==> src/rtl/sc_bin2bcd_score_pkg.sv <==
// sc_score_pkg: shared FSM states, display codes and BCD helpers for the score converter
package sc_score_pkg;
  typedef enum logic [1:0] {IDLE, SHIFT, FINISH} state_t;
  localparam logic [3:0] DASH = 4'hA;
  localparam int BCD_MAX = 9999;
  localparam int NDIG = 4;
  function automatic int bcd_val(input logic [4*NDIG-1:0] b);
    return int'(b[15:12]) * 1000 + int'(b[11:8]) * 100 + int'(b[7:4]) * 10 + int'(b[3:0]);
  endfunction
endpackage

==> src/rtl/sc_bin2bcd_score_if.sv <==
// sc_bin2bcd_score_if: conversion request and BCD digit result bundle
interface sc_bin2bcd_score_if #(parameter int W = 14);
  logic start;
  logic [W-1:0] bin;
  logic busy;
  logic done;
  logic ovf;
  logic [3:0] dig0;
  logic [3:0] dig1;
  logic [3:0] dig2;
  logic [3:0] dig3;
  modport master(output start, bin, input busy, done, ovf, dig0, dig1, dig2, dig3);
  modport slave(input start, bin, output busy, done, ovf, dig0, dig1, dig2, dig3);
endinterface

==> src/rtl/sc_bin2bcd_score_add3.sv <==
// sc_bcd_add3: double-dabble nibble adjust, adds 3 to any digit of 5 or more
module sc_bcd_add3 (
  input  logic [3:0] din,
  output logic [3:0] dout
);
  assign dout = din >= 4'd5 ? din + 4'd3 : din;
endmodule

==> src/rtl/sc_bin2bcd_score.sv <==
// sc_bin2bcd_score: sequential shift-add-3 binary to four-digit BCD converter with overflow dash
module sc_bin2bcd_score
  import sc_score_pkg::*;
#(
  parameter int W = 14,
  parameter logic [3:0] DASH_CODE = DASH
) (
  input logic CC_SEVENSEG1_CLOCK_50,
  input logic CC_SEVENSEG1_RESET_InHigh,
  sc_bin2bcd_score_if.slave bus
);
  localparam int SW = 20 + W;
  localparam int CW = $clog2(W + 1);
  state_t state;
  logic [SW-1:0] sr;
  logic [SW-1:0] pre;
  logic [CW-1:0] cnt;
  logic [4:0][3:0] adj;
  logic [15:0] bcd;
  logic of;
  for (genvar g = 0; g < 5; g++) begin : g_adj
    sc_bcd_add3 u_add3 (.din(sr[W+4*g +: 4]), .dout(adj[g]));
  end
  assign pre = {adj, sr[W-1:0]};
  assign bcd = sr[W +: 16];
  // A fifth nibble catches 10000..16383; the value check also guards non-BCD nibbles
  assign of = (sr[W+16 +: 4] != 4'd0) || (bcd_val(bcd) > BCD_MAX);
  always_ff @(posedge CC_SEVENSEG1_CLOCK_50 or posedge CC_SEVENSEG1_RESET_InHigh) begin
    if (CC_SEVENSEG1_RESET_InHigh) begin
      state    <= IDLE;
      sr       <= '0;
      cnt      <= '0;
      bus.busy <= 1'b0;
      bus.done <= 1'b0;
      bus.ovf  <= 1'b0;
      bus.dig0 <= 4'd0;
      bus.dig1 <= 4'd0;
      bus.dig2 <= 4'd0;
      bus.dig3 <= 4'd0;
    end else begin
      bus.done <= 1'b0;
      case (state)
        IDLE: if (bus.start) begin
          sr       <= {20'b0, bus.bin};
          cnt      <= '0;
          bus.busy <= 1'b1;
          state    <= SHIFT;
        end
        SHIFT: begin
          sr    <= {pre[SW-2:0], 1'b0};
          cnt   <= cnt + 1'b1;
          state <= cnt == CW'(W - 1) ? FINISH : SHIFT;
        end
        FINISH: begin
          bus.done <= 1'b1;
          bus.busy <= 1'b0;
          bus.ovf  <= of;
          bus.dig0 <= of ? DASH_CODE : bcd[3:0];
          bus.dig1 <= of ? DASH_CODE : bcd[7:4];
          bus.dig2 <= of ? DASH_CODE : bcd[11:8];
          bus.dig3 <= of ? DASH_CODE : bcd[15:12];
          state    <= IDLE;
        end
        default: state <= IDLE;
      endcase
    end
  end
endmodule
==> src/flat_wrapper.sv <==
// flat-port wrapper written by rule: the top's interface ports become plain ports
module sc_bin2bcd_score_flat import sc_score_pkg::*;
#(
  parameter int W = 14,
  parameter logic [3:0] DASH_CODE = DASH
)
  (CC_SEVENSEG1_CLOCK_50, CC_SEVENSEG1_RESET_InHigh, bus_start, bus_bin, bus_busy, bus_done, bus_ovf, bus_dig0, bus_dig1, bus_dig2, bus_dig3);
  sc_bin2bcd_score_if #(.W(W)) bus_i ();
  input logic CC_SEVENSEG1_CLOCK_50;
  input logic CC_SEVENSEG1_RESET_InHigh;
  input wire logic [$bits(bus_i.start)-1:0] bus_start;
  input wire logic [$bits(bus_i.bin)-1:0] bus_bin;
  output wire logic [$bits(bus_i.busy)-1:0] bus_busy;
  output wire logic [$bits(bus_i.done)-1:0] bus_done;
  output wire logic [$bits(bus_i.ovf)-1:0] bus_ovf;
  output wire logic [$bits(bus_i.dig0)-1:0] bus_dig0;
  output wire logic [$bits(bus_i.dig1)-1:0] bus_dig1;
  output wire logic [$bits(bus_i.dig2)-1:0] bus_dig2;
  output wire logic [$bits(bus_i.dig3)-1:0] bus_dig3;
  assign bus_i.start = bus_start;
  assign bus_i.bin = bus_bin;
  assign bus_busy = bus_i.busy;
  assign bus_done = bus_i.done;
  assign bus_ovf = bus_i.ovf;
  assign bus_dig0 = bus_i.dig0;
  assign bus_dig1 = bus_i.dig1;
  assign bus_dig2 = bus_i.dig2;
  assign bus_dig3 = bus_i.dig3;
  sc_bin2bcd_score #(.W(W), .DASH_CODE(DASH_CODE)) u_core (.CC_SEVENSEG1_CLOCK_50(CC_SEVENSEG1_CLOCK_50), .CC_SEVENSEG1_RESET_InHigh(CC_SEVENSEG1_RESET_InHigh), .bus(bus_i));
endmodule
==> config.mk <==
export PLATFORM = sky130hd
export DESIGN_NAME = sc_bin2bcd_score_flat
export DESIGN_NICKNAME = d
export VERILOG_FILES = /design/src/rtl/sc_bin2bcd_score_pkg.sv /design/src/rtl/sc_bin2bcd_score_if.sv /design/src/rtl/sc_bin2bcd_score_add3.sv /design/src/rtl/sc_bin2bcd_score.sv /design/src/flat_wrapper.sv
export SDC_FILE = /design/constraint.sdc
export NUM_CORES = 1
export LEC_CHECK = 0
export BUFFER_PORTS_ARGS = -buffer_cell sky130_fd_sc_hd__clkbuf_2
export CAP_MARGIN = 10
export CORE_ASPECT_RATIO = 0.9
export CORE_MARGIN = 1.5
export CORE_UTILIZATION = 60
export CTS_CLUSTER_DIAMETER = 200
export CTS_CLUSTER_SIZE = 12
export DETAILED_ROUTE_END_ITERATION = 16
export GPL_TIMING_DRIVEN = 0
export MAX_ROUTING_LAYER = met4
export PLACE_DENSITY = 0.76
export SYNTH_ARGS = -nofsm -noshare
export SYNTH_HDL_FRONTEND = slang
export SYNTH_SLANG_ARGS = --single-unit
==> constraint.sdc <==
create_clock -name CC_SEVENSEG1_CLOCK_50 -period 10.4 [get_ports CC_SEVENSEG1_CLOCK_50]
set_clock_uncertainty 0.15 [all_clocks]
set_input_delay 0.52 -clock CC_SEVENSEG1_CLOCK_50 [delete_from_list [all_inputs] [get_ports CC_SEVENSEG1_CLOCK_50]]
set_output_delay 0.52 -clock CC_SEVENSEG1_CLOCK_50 [all_outputs]
set_load 0.03 [all_outputs]
==> metrics.yaml <==
run_status:
  status: "finished, final reports clean"
sta:
  worst_pin_slew_ps: 658.4
  fin_crit_ps: 5699
  tns_ps: 0
  slew_violations: 0
  setup_viol: 0
  hold_viol_final: 0
  rsz0062_at_grt: "no"
  fmax_mhz: 175.5
  fin_crit_sh_pct: 54.80
  slew_headroom_pct: 56.02
  fin_ws_ps: 4701
grt:
  grt_pass1_wl_mm: 16.14
  grt.busiest_layer: "met2"
  grt_max_degree: 40
  antenna_found_initial: 0
  grt_util_met2_pct: 41.44
  grt_pass1_vias: 3431
  grt_overflow: 0
  grt_use_total_pct: 26.59
  met1_usage_pct: 36.88
  met3_usage_pct: 6.159
final_layout:
  n_antenna_cell: 0
  drive_gt1_share_pct: 11.58
  finalNetCount: 615
  area_growth_pct: 11.90
worst_setup_path:
  end_kind: "flip-flop"
  max_stage_delay_ps: 620
  path_cells: "inv_1 -> ha_1 -> inv_1 -> fa_1 -> fa_1 -> a21o_1 -> a21oi_1 -> xor2_1 -> ha_1 -> ha_1 -> ha_1 -> and3_1 -> a31oi_1 -> o21bai_1 -> a211oi_2 -> buf_2 -> a31oi_1"
  cpLargestDelayFamily: "adder cells"
  crit_buf_inv: 3
  start_kind: "flip-flop"
  worst-path-max-fanout: 10
  critical_path_required_ps: 10450
  arrival_ps: 5750
  slowest_stage: "a211oi_2"
  cpMostUsedCell: "ha_1"
  path_class: "flip-flop to flip-flop"
logic_synthesis:
  synthDominantCellAreaShare_pct: 33.27
  ys_seq_elements: 59
  seq_area_frac_synth_pct: 33.27
  synth-main-ff-cell: "dfrtp_1"
  synth.avg_cell_area_um2: 9.524
  synthArstFlopShare_pct: 100.0
  synthTopCellsByArea: "dfrtp_1, ha_1, fa_1"
  synth_cell_type_count: 45
  synth-edff-count: 0
  yosysTopAreaCell: "dfrtp_1"
  netlist_area_um2: 4438
  synthCells: 466
  ys.warnings.count: 0
  syn-num-nets: 568
placed_design:
  hpwl_mm: 7.103
  io_buffers: 35
  gp_congestion: 0.8263
  dp_slack_ps: 4801
die:
  ioPinCount: 36
  initial_core_util_pct: 62.40
  core-area_um2: 7112
  die-area_um2: 7922
  die_w_um: 93.66
  die_h_um: 84.59
  rows: 29
route:
  first_pass_iters: 5
  drt-initial-drc-count: 214
  vias: 3444
  ant_nets: 0
  avgViaCountPerCell: 5.637
  wire_per_inst_um: 15.11
  drcViolationCount: 0
  wl_mm: 9.234
clock_tree:
  numCtsBuffers: 9
  ctsResizeCount: 0
  htreeDepth: 3
  cts_tree: "done"
  holdBufCountCts: 0
  clk_latency_ps: 330
  clk_pin_slew_ps: 70
  ctsLongestPathBuffers: 2
  cts_root_buf: "clkbuf_8"
  cts_setup_buffers: 0
  cts.sinks: 59
min_path:
  hp-class: "input port to async pin"
job:
  drv_cap: 0
[layer usage]
layer,part of all wire [%],up-vias
li1,-,1702
met1,49,1681
met2,47,56
met3,4.2,5
met4,0.37,0
met5,0,-
[through the flow]
stage	cell area [µm²]	instances	hold slack (ps)	utilization, %
after global routing	4966	611	46.81	69.83
final	4966	611	25.17	69.83
after detailed placement	4750	595	320.8	66.78
after global placement	4730	594	312.1	66.50
after CTS	4966	611	30.63	69.83
after floorplan	4438	466	300.2	-
[cell usage after synthesis (2+ instances only)]
cell type,count
nor2b_1,4
o2111ai_1,2
a32o_1,8
nor3b_1,2
nand2b_1,8
o21a_1,2
nand3b_1,2
fa_1,17
o22ai_1,2
xor2_1,4
nand4_1,3
mux2i_1,2
ha_1,68
xnor2_1,20
o21ai_0,41
nor3_1,5
a22oi_1,13
a21o_1,3
nand2_1,43
dfrtp_1,59
nor2_1,29
and2_1,2
o211ai_1,2
o31ai_1,3
clkbuf_1,14
nand3_1,2
a31oi_1,10
inv_1,53
a21oi_1,26
o21bai_1,2
[placed cells by master (no fill, tap or decap), types with 3 or more instances in the layout]
cell type	n
a21o_1	3
fa_1	17
nor3_1	5
clkbuf_2	35
a21oi_1	26
a31oi_1	10
xnor2_1	20
clkbuf_1	14
clkbuf_8	9
dfrtp_1	59
nand2b_1	8
a32o_1	8
clkinvlp_4	3
nor2b_1	4
inv_1	52
nand4_1	3
a22oi_1	13
xor2_1	4
o31ai_1	3
o21ai_0	41
nand2_1	43
nor2_1	29
ha_1	68
[state kept, by name (all words and copies together), names as in the netlist]
register	flops
u_core.bus.busy	1
u_core.state	2
u_core.bus.done	1
u_core.cnt	4
u_core.bus.dig3	4
u_core.bus.ovf	1
u_core.bus.dig0	4
u_core.bus.dig1	4
u_core.bus.dig2	4
u_core.sr	34
[area by class of cell]
type	instances	area, µm²
inverters	53	198.9
flip-flops and latches	59	1476
fillers	555	2146
clock buffers	9	123.9
repair buffers	36	195.2
plain buffers	16	68.82
clock inverters	7	92.59
well taps	93	116.4
multi-input cells	338	2694
[worst paths after layout]
| path | from | to | slack (ps) | cells after the start |
|---|---|---|---|---|
| min in group CC_SEVENSEG1_CLOCK_50 | bus_bin[0] | u_core.sr[0] | 310 | 2 |
| worst max-delay path | u_core.sr[27] | u_core.bus.dig3[1] | 4700 | 17 |
| worst max register to register | u_core.sr[27] | u_core.bus.dig3[1] | 4700 | 17 |
| worst min register to register | u_core.sr[8] | u_core.sr[8] | 330 | 2 |
| worst min-delay path | CC_SEVENSEG1_RESET_InHigh | u_core.bus.done | 30 | 2 |
| max in group asynchronous | CC_SEVENSEG1_RESET_InHigh | u_core.state[0] | 9510 | 3 |
[cell families after synthesis]
kind of cell / count (synthesis) / share of synthesized area (%)
and+or+nand+nor: 105 / 10.91
adders and majority gates: 85 / 26.84
buffers and inverters: 69 / 6.033
xor gates and xnor gates: 24 / 4.736
DFF: 59 / 33.27
AOI/OAI and AO/OA: 122 / 17.76
muxes: 2 / 0.4511
Power is not shown: default switching activity piles up to over one toggle a cycle in this logic, so the estimate is an artifact.
